## config.mk

```make
export PLATFORM = sky130hd
export DESIGN_NAME = alu_operand_stage
export DESIGN_NICKNAME = d
export VERILOG_FILES = /design/src/rtl/alu_operand_stage.sv
export SDC_FILE = /design/constraint.sdc
export NUM_CORES = 1
export LEC_CHECK = 0
export CAP_MARGIN = 20
export CORE_ASPECT_RATIO = 1.5
export CORE_MARGIN = 10
export CORE_UTILIZATION = 54
export CTS_CLUSTER_SIZE = 8
export DETAILED_ROUTE_END_ITERATION = 8
export PLACE_DENSITY = 0.84
export SYNTH_ARGS = -nofsm -noshare
export SYNTH_HDL_FRONTEND = slang
export SYNTH_SLANG_ARGS = --single-unit
export TNS_END_PERCENT = 50
```

## constraint.sdc

```tcl
create_clock -name clk -period 4 [get_ports clk]
set_clock_uncertainty 0.05 [all_clocks]
set_input_delay 0.6 -clock clk [delete_from_list [all_inputs] [get_ports clk]]
set_output_delay 0.6 -clock clk [all_outputs]
set_load 0.01 [all_outputs]
```

## src/rtl/alu_operand_stage.sv

```systemverilog
// Registered operand stage in front of the ALU: captures decoded operands, applies zero-index
// and optional writeback forwarding (ALU_OPERAND_FWD_EN), and hands A/B/ctrl over through a 2-entry skid buffer.
module alu_operand_stage #(
  parameter int XLEN = 32,
  parameter int REGW = 5
) (
  input  logic            clk,
  input  logic            rst_n,
  input  logic            in_valid,
  output logic            in_ready,
  input  logic [REGW-1:0] rs1_idx,
  input  logic [REGW-1:0] rs2_idx,
  input  logic [XLEN-1:0] rs1_val,
  input  logic [XLEN-1:0] rs2_val,
  input  logic [XLEN-1:0] imm,
  input  logic            alu_src,
  input  logic [2:0]      ctrl_in,
  input  logic [REGW-1:0] rd_in,
  input  logic            fwd_we,
  input  logic [REGW-1:0] fwd_rd,
  input  logic [XLEN-1:0] fwd_data,
  input  logic            flush,
  output logic            out_valid,
  input  logic            out_ready,
  output logic [XLEN-1:0] alu_a,
  output logic [XLEN-1:0] alu_b,
  output logic [2:0]      alu_ctrl,
  output logic [REGW-1:0] rd_out
);

  typedef struct packed {
    logic [REGW-1:0] rs1_idx;
    logic [REGW-1:0] rs2_idx;
    logic [XLEN-1:0] a;
    logic [XLEN-1:0] b;
    logic [XLEN-1:0] imm;
    logic            alu_src;
    logic [2:0]      ctrl;
    logic [REGW-1:0] rd;
  } entry_t;

  typedef enum logic [1:0] {EMPTY = 2'd0, ONE = 2'd1, TWO = 2'd2} state_t;

  state_t state_q, state_d;
  logic   in_ready_q;
  entry_t ent_q   [2];
  entry_t ent_d   [2];
  entry_t ent_fwd [2];
  entry_t new_ent;
  logic   accept, consume;

`ifndef ALU_OPERAND_FWD_EN
  logic unused_fwd;
  assign unused_fwd = ^{fwd_we, fwd_rd, fwd_data};
`endif

  // Operand value for a register index: r0 reads zero, otherwise a matching writeback wins.
  function automatic logic [XLEN-1:0] fwd_op(input logic [REGW-1:0] idx, input logic [XLEN-1:0] val);
    if (idx == '0) return '0;
`ifdef ALU_OPERAND_FWD_EN
    if (fwd_we && (fwd_rd == idx)) return fwd_data;
`endif
    return val;
  endfunction

  function automatic entry_t snoop(input entry_t e);
    entry_t r;
    r   = e;
    r.a = fwd_op(e.rs1_idx, e.a);
    r.b = fwd_op(e.rs2_idx, e.b);
    return r;
  endfunction

  // Index 0 is main (drives the outputs), index 1 is the skid entry.
  for (genvar gi = 0; gi < 2; gi++) begin : g_snoop
    assign ent_fwd[gi] = snoop(ent_q[gi]);
  end

  always_comb begin
    new_ent         = '0;
    new_ent.rs1_idx = rs1_idx;
    new_ent.rs2_idx = rs2_idx;
    new_ent.a       = fwd_op(rs1_idx, rs1_val);
    new_ent.b       = fwd_op(rs2_idx, rs2_val);
    new_ent.imm     = imm;
    new_ent.alu_src = alu_src;
    new_ent.ctrl    = ctrl_in;
    new_ent.rd      = rd_in;
  end

  assign accept  = in_valid && in_ready_q;
  assign consume = (state_q != EMPTY) && out_ready;

  always_comb begin
    state_d  = state_q;
    ent_d[0] = ent_fwd[0];
    ent_d[1] = ent_fwd[1];
    if (flush) begin
      state_d = EMPTY;
    end else begin
      case (state_q)
        EMPTY: begin
          if (accept) begin
            ent_d[0] = new_ent;
            state_d  = ONE;
          end
        end
        ONE: begin
          if (accept && consume) begin
            ent_d[0] = new_ent;
          end else if (accept) begin
            ent_d[1] = new_ent;
            state_d  = TWO;
          end else if (consume) begin
            state_d = EMPTY;
          end
        end
        TWO: begin
          if (consume) begin
            ent_d[0] = ent_fwd[1];
            state_d  = ONE;
          end
        end
        default: state_d = EMPTY;
      endcase
    end
  end

  always_ff @(posedge clk or negedge rst_n) begin
    if (!rst_n) begin
      state_q    <= EMPTY;
      in_ready_q <= 1'b1;
      for (int i = 0; i < 2; i++) ent_q[i] <= '0;
    end else begin
      state_q    <= state_d;
      in_ready_q <= (state_d != TWO);
      for (int i = 0; i < 2; i++) ent_q[i] <= ent_d[i];
    end
  end

  assign in_ready  = in_ready_q;
  assign out_valid = (state_q != EMPTY);
  assign alu_a     = ent_q[0].a;
  assign alu_b     = ent_q[0].alu_src ? ent_q[0].imm : ent_q[0].b;
  assign alu_ctrl  = ent_q[0].ctrl;
  assign rd_out    = ent_q[0].rd;

endmodule

```

After elaboration in Yosys (flattened, before gate mapping)

Index checks and enable logic that the tools add are counted.

Register bits: 233

Reduce and logical (&&, ||, !) cells: 14
Bitwise operators: 2
Eq/ne operators: 6
Mux-type cells: 34

Operators with widths:

| cell               | number |
|---|---|
| $mux 115           | 6 |
| $mux 32            | 13 |
| $pmux 115 s3       | 1 |
| $mux 220           | 1 |
| $logic_not 5->1    | 6 |
| $mux 2             | 6 |
| $ne 2x2->1 const B | 4 |
| $mux 1             | 6 |
| $pmux 2 s3         | 1 |
| $reduce_and 5->1   | 1 |
| $reduce_and 4->1   | 1 |
| $logic_and 1x1->1  | 3 |
| $reduce_bool 3->1  | 1 |
| $eq 2x1->1 const B | 1 |
| $eq 2x2->1 const B | 1 |
| $logic_not 2->1    | 1 |
| $not 1->1          | 2 |
| $reduce_bool 2->1  | 1 |

Longest topological paths before layout

Gate-level depths: netlist of the first run.

Depth after elaboration: 8
Gate-level depth with buffers: 6
Mapped depth without buffers: 4

Least setup slack after synthesis of the first run

OpenSTA, ideal clock, no wires.

Path type: input port to flip-flop
Start point: input port rs1_idx[0]
End point: register, netlist name alu_a[10]
Slack: 2.057 ns
Buffers on the path: 1
Arrival time: 1.767 ns
Stages: 5
Required time: 3.824 ns
Path through: or4_4 -> nor2_4 -> nor4_2 -> buf_6 -> a221o_1

RTL lines:

| element         | line | source |
|---|---|---|
| start, declared | 11   | `input logic [REGW-1:0] rs1_idx,` |

Worst setup path after layout of the first run

Start point: register, netlist name ent_fwd[123]
End point: output port alu_b[23]

Word-level cells in the longest chain between the ends: 1

RTL lines:

| element       | line | source |
|---|---|---|
| $mux 32       | 144  | `assign alu_b = ent_q[0].alu_src ? ent_q[0].imm : ent_q[0].b;` |
| end, declared | 26   | `output logic [XLEN-1:0] alu_b,` |

No other way between the ends.

==> reports/metrics.cfg, run 1 <==
[outcome]
status=finished clean

[timing]
fin_crit_sh_pct=70.3
worstMarginPinSlew_ns=0.946
setup_viol=0
drv_slew=0
slew_headroom_pct=36.9
setup_tns_ns=0
post-route-min-period_ns=2.81
finalHoldViolations=0
setup_ws_ns=1.19
fmax_mhz=355
rsz0062_at_grt=no

[clock_network]
clock-sinks=233
clock_latency_ns=0.49
cts_buffer_depth=3
cts.htree.levels=2
cts_hold_buffers=0
post_cts_buffers=0
root_buffer=clkbuf_16
cts_tree=done
path_clk_slew_ns=0.05
ctsResizeCount=0
cts_buffers=35

[floorplan]
rows=61
start_util_pct=54.8
fp.dieH_um=188
die_w_um=132
ios=232
design.die.area_um2=24800
coreArea_um2=18500

[pwr]
p_leak_nw=5.59
worst_ir_drop_vdd_uv=386
power_density_nw_per_um2=572

[yosys]
netlist_instances=756
synth-seq-cells=233
synth.distinct_cells=36
syn_nets=914
synth_area_um2=10200
synth_area_per_cell_um2=13.4
yosys_warnings=0
ys_seq_area_share_pct=57.4

[critical_path]
cp.required_ns=3.35
startpoint_type=flip-flop
crit_slowest_cell=clkdlybuf4s50_1
cp-end-kind=primary output
crit_arrival_ns=2.16
path_cells=buf_4 > mux2_2 > clkdlybuf4s50_1
worst_r2r_path_depth=5
r2r_slack_ns=1.72
critPathBufInv=2
r2r_start=state_q[0]
crit_type=reg -> out
r2r_end=ent_fwd[29]
cpLargestDelayFamily=buffers and inverters
critical-path-max-stage-delay_ns=0.49
critPathMaxFanout=33

[routing]
vias_per_cell=6.04
antenna_left=0
drc=0
wl_per_cell_um=22.5
drt_pass1_iterations=4
vias=7052
drt-total-wl_um=26300
drtIter0Drc=534

[grt]
grtUsageTotal_pct=20.8
top_usage_layer=met2
grt_max_degree=128
use_met3_pct=3.96
antenna_found_initial=1
grt_pass1_vias=7734
grt_pass1_wl_um=42700
met2_usage_pct=35.6
use_met1_pct=25.9
gr-total-overflow=0

[place]
hpwl_um=16700
place_ws_ns=1.02
place.gp.congestion=0.789
place_area_um2=12000
io_buffer_count=193

[cells_and_area]
drive_gt1_share_pct=18.5
num-nets-final=1064
area_growth_syn_to_layout_pct=27.5
final_cell_area_um2=13000

[job]
maxCapViolations=0

[min_path]
hold_path_class=in -> async

==> layer usage <==
| layer | part of all wire [%] | wire, um |
|---|---|---|
| met1 | 41 | 10800 |
| met2 | 51 | 13400 |
| met3 | 6.0 | 1570 |
| met4 | 2.0 | 536 |
| met5 | 0 | 0 |
==> worst max path at each step <==
| stage | from | end | slack, ns | cells after the start |
|---|---|---|---|---|
| 2_1_floorplan | rs1_idx[0] | alu_a[10] | 2.06 | 5 |
| 3_3_place_gp | out_ready | ent_fwd[36] | 1.05 | 6 |
| 3_5_place_dp | out_ready | ent_fwd[29] | 1.02 | 6 |
| 4_1_cts | ent_fwd[123] | alu_b[23] | 1.17 | 3 |
| 5_1_grt | ent_fwd[123] | alu_b[23] | 1.13 | 3 |
| 6_report | ent_fwd[123] | alu_b[23] | 1.19 | 3 |
==> cell families (layout without fill, tap and decap cells) <==
family	Yosys count	after routing	share of synthesized area, %
buffers and inverters	107	266	6.55
AND/OR/NAND/NOR	91	91	6.19
AO/OA/AOI/OAI	243	243	20.8
flip-flops	233	233	57.4
other	0	1	0
multiplexers	82	82	9.07
==> cells in the mapped netlist <==
cell type | number | area share (%)
o21ai_0 | 2 | 0.098
mux2i_1 | 1 | 0.098
a221o_1 | 64 | 6.3
nand4b_1 | 1 | 0.086
dfrtp_1 | 232 | 57
nor2_4 | 2 | 0.22
a21oi_1 | 4 | 0.20
nor2_1 | 4 | 0.15
nor3_1 | 2 | 0.098
a22o_1 | 64 | 5.5
and2_1 | 64 | 3.9
nor4_2 | 4 | 0.49
nor2b_4 | 1 | 0.14
buf_4 | 52 | 3.8
nand2b_1 | 1 | 0.062
nor2b_1 | 3 | 0.18
or4_4 | 2 | 0.22
mux2_2 | 81 | 9.0
dfstp_2 | 1 | 0.26
nor3b_2 | 1 | 0.12
a22oi_1 | 51 | 3.8
or2_2 | 1 | 0.062
buf_6 | 6 | 0.66
inv_1 | 4 | 0.15
a21oi_2 | 2 | 0.17
nand4bb_1 | 1 | 0.11
a21boi_0 | 1 | 0.074
o2bb2ai_1 | 51 | 4.4
o31ai_1 | 1 | 0.074
buf_2 | 19 | 0.94
nand3b_4 | 1 | 0.20
o21bai_1 | 1 | 0.074
o22ai_1 | 1 | 0.062
nand2_1 | 3 | 0.11
clkbuf_1 | 26 | 0.96
a211o_1 | 1 | 0.086
==> stage by stage <==
step	hold slack [ns]	util (%)	instances	total power (W)
floorplan	0.254	-	756	0.00418
finish	0.147	69.9	1168	0.00742
CTS	0.210	69.9	1167	0.00748
global route	0.236	69.9	1168	0.00776
detailed placement	0.419	64.8	1121	0.00488
global placement	0.416	64.8	1121	0.00481
==> power breakdown <==
part,switching [W],internal (W),leakage [nW]
Combinational,0.000680,0.000950,2.15
Sequential,0.000306,0.00291,2.98
Clock,0.000993,0.00157,0.457
==> final cells by class <==
class	instances	area (um2)
clock buffers	42	902
fillers	1303	5590
diodes	1	2.50
multi-input cells	416	3750
flip-flops and latches	233	5830
well taps	252	315
repair buffers	216	2100
clock inverters	4	35.0
inverters	4	15.0
==> sequential cells by signal, indices dropped and copies added (netlist names) <==
| register | flops |
|---|---|
| alu_ctrl | 3 |
| in_ready | 1 |
| ent_q | 96 |
| alu_a | 32 |
| ent_fwd | 94 |
| state_q | 2 |
| rd_out | 5 |
==> cells in the final DEF, fill, tap and decap left out, types with 2 or more instances in the layout <==
master           instances
mux2_2                  81
o2bb2ai_1               51
o21ai_0                  2
and2_1                  64
a21oi_4                  2
inv_6                    3
a22o_1                  64
nor3_1                   2
dfrtp_1                232
nor4_2                   2
inv_1                    4
nand2_1                  3
nor4_4                   2
clkbuf_16               35
clkdlybuf4s50_1        191
a22oi_1                 51
clkbuf_1                 7
nor2_1                   2
buf_4                   23
nor2b_2                  2
a21oi_2                  4
nor2_4                   4
a221o_1                 64
or4_4                    2
Note: power is estimated with default switching activity, not from simulation.
==> inputs of run 2 (changes only) <==
--- a/config.mk
+++ b/config.mk
@@ -8,10 +8,10 @@
 export CAP_MARGIN = 20
 export CORE_ASPECT_RATIO = 1.5
 export CORE_MARGIN = 10
-export CORE_UTILIZATION = 54
+export CORE_UTILIZATION = 46
 export CTS_CLUSTER_SIZE = 8
 export DETAILED_ROUTE_END_ITERATION = 8
-export PLACE_DENSITY = 0.84
+export PLACE_DENSITY = 0.76
 export SYNTH_ARGS = -nofsm -noshare
 export SYNTH_HDL_FRONTEND = slang
 export SYNTH_SLANG_ARGS = --single-unit
==> constraint.sdc (replaced) <==
create_clock -name clk -period 2.5 [get_ports clk]
set_clock_uncertainty 0.05 [all_clocks]
set_input_delay 0.375 -clock clk [delete_from_list [all_inputs] [get_ports clk]]
set_output_delay 0.375 -clock clk [all_outputs]
set_load 0.01 [all_outputs]
==> run 2 against run 1 <==
Routed wire length up 1.3%. Flip-flop and latch count unchanged. Final area up 2.8%. Total power up 63%.
==> reports/metrics.cfg, run 2 (same netlist as run 1, synthesis figures left out) <==
[routing]
drc=0
drt-total-wl_um=26600
wl_per_cell_um=22.1
antenna_left=0
drt_pass1_iterations=5
drtIter0Drc=408
vias=7177
vias_per_cell=5.97

[timing]
setup_ws_ns=0.0772
fmax_mhz=413
slew_headroom_pct=34.1
worstMarginPinSlew_ns=0.986
fin_crit_sh_pct=96.9
setup_viol=0
finalHoldViolations=0
drv_slew=0
post-route-min-period_ns=2.42
rsz0062_at_grt=no

[place]
io_buffer_count=193
place_area_um2=12300
hpwl_um=17600
place.gp.congestion=0.776
place_ws_ns=-0.109
dp_cells=1151

[critical_path]
critical-path-max-stage-delay_ns=0.53
crit_arrival_ns=2.00
cp.required_ns=2.08
path_cells=buf_6 > mux2_2 > clkdlybuf4s50_1
startpoint_type=flip-flop
crit_type=reg -> out
cp-end-kind=primary output
critPathMaxFanout=21
crit_slowest_cell=clkdlybuf4s50_1

[clock_network]
post_cts_buffers=0
cts.htree.levels=2
path_clk_slew_ns=0.05
clock-sinks=233
cts_buffers=35
clock_latency_ns=0.50
root_buffer=clkbuf_16
cts_tree=done
cts_buffer_depth=3

[pwr]
p_leak_nw=5.73
total_power_w=0.0121
pwr-share-seq_pct=42.7
swShare_pct=26.3
clockPowerShare_pct=35.3
power_frac_comb_pct=22.1
worst_ir_drop_vdd_uv=577
power_density_nw_per_um2=905
p_int_w=0.00889
switchingPower_w=0.00317

[floorplan]
die_w_um=141
design.die.area_um2=28600
coreArea_um2=21700
rows=66
fp.dieH_um=202
start_util_pct=46.8
ios=232

[grt]
grt_pass1_vias=7840
gr-total-overflow=0
grtUsageTotal_pct=18.4
grt_pass1_wl_um=43300
antenna_found_initial=3
grt_max_degree=63

[cells_and_area]
largest_register=ent_q
final_cell_mix=232 x dfrtp_1, 191 x clkdlybuf4s50_1, 81 x mux2_2
utilization_pct=61.4
area_growth_syn_to_layout_pct=31.1
final_common_cell=dfrtp_1
largest_register_ffs=96
num-nets-final=1076
drive_gt1_share_pct=19.4
fill_cells=1694
final_cells=1203
final_cell_area_um2=13300

[outcome]
status=finished clean

[job]
maxCapViolations=0

[min_path]
hold_path_class=in -> reg

## run 2: worst max-delay path, delay by kind of cell, from the launching register on
family | cells | cell delay (ns)
flops | 1 | 0.35
buf+inv | 2 | 0.77
mux | 1 | 0.36
## run 2: area by class of cell
| type | instances | area (um2) | share of cell area, % |
|---|---|---|---|
| flip-flops and latches | 233 | 5830 | 43.8 |
| multi-input cells | 416 | 3750 | 28.2 |
| repair buffers | 228 | 2400 | 18.0 |
| clock buffers | 45 | 956 | 7.17 |
| well taps | 272 | 340 | 2.55 |
| clock inverters | 2 | 28.8 | 0.216 |
| inverters | 4 | 15.0 | 0.113 |
| diodes | 3 | 7.51 | 0.0563 |
## run 2: path summary, 6_finish.rpt
| kind | start | end | cells past startpoint | slack (ns) |
|---|---|---|---|---|
| hold / removal | flush | ent_fwd[109] | 4 | 0.24 |
| max in group asynchronous | rst_n | in_ready | 3 | 1.25 |
| hold reg to reg | ent_fwd[151] | ent_fwd[151] | 1 | 0.43 |
| setup reg to reg | state_q[1] | ent_q[162] | 5 | 0.39 |
| setup / recovery | ent_fwd[123] | alu_b[22] | 3 | 0.08 |
| min in group asynchronous | rst_n | ent_fwd[33] | 2 | 0.37 |
## run 2: through the flow
stage	hold slack, ns	TNS [ns]
finish	0.241	0
global route	0.281	0
CTS	0.229	0
detailed placement	0.309	-5.55
global placement	0.306	-5.94
floorplan	0.0294	0
## run 2: power by group through the flow
stage	combinational, W	sequential, W	clock [W]
6_report	0.00266	0.00514	0.00425
5_1_grt	0.00288	0.00525	0.00452
4_1_cts	0.00270	0.00514	0.00434
3_5_place_dp	0.00268	0.00517	0
3_3_place_gp	0.00262	0.00514	0
2_1_floorplan	0.00165	0.00504	0
## run 2: what timing repair did
item,CTS,global route
endpoints found under the setup margin,5,0
gates resized for setup,1,0
hold buffers,1,0
endpoints found under the hold margin,57,0
## run 2: per-layer routing
layer	track usage (%)	wire length (um)	up-vias
met5	0	0	-
met4	6.00	749	0
met3	4.72	1710	48
met2	31.1	13300	255
met1	22.4	10800	3692
li1	-	-	3182
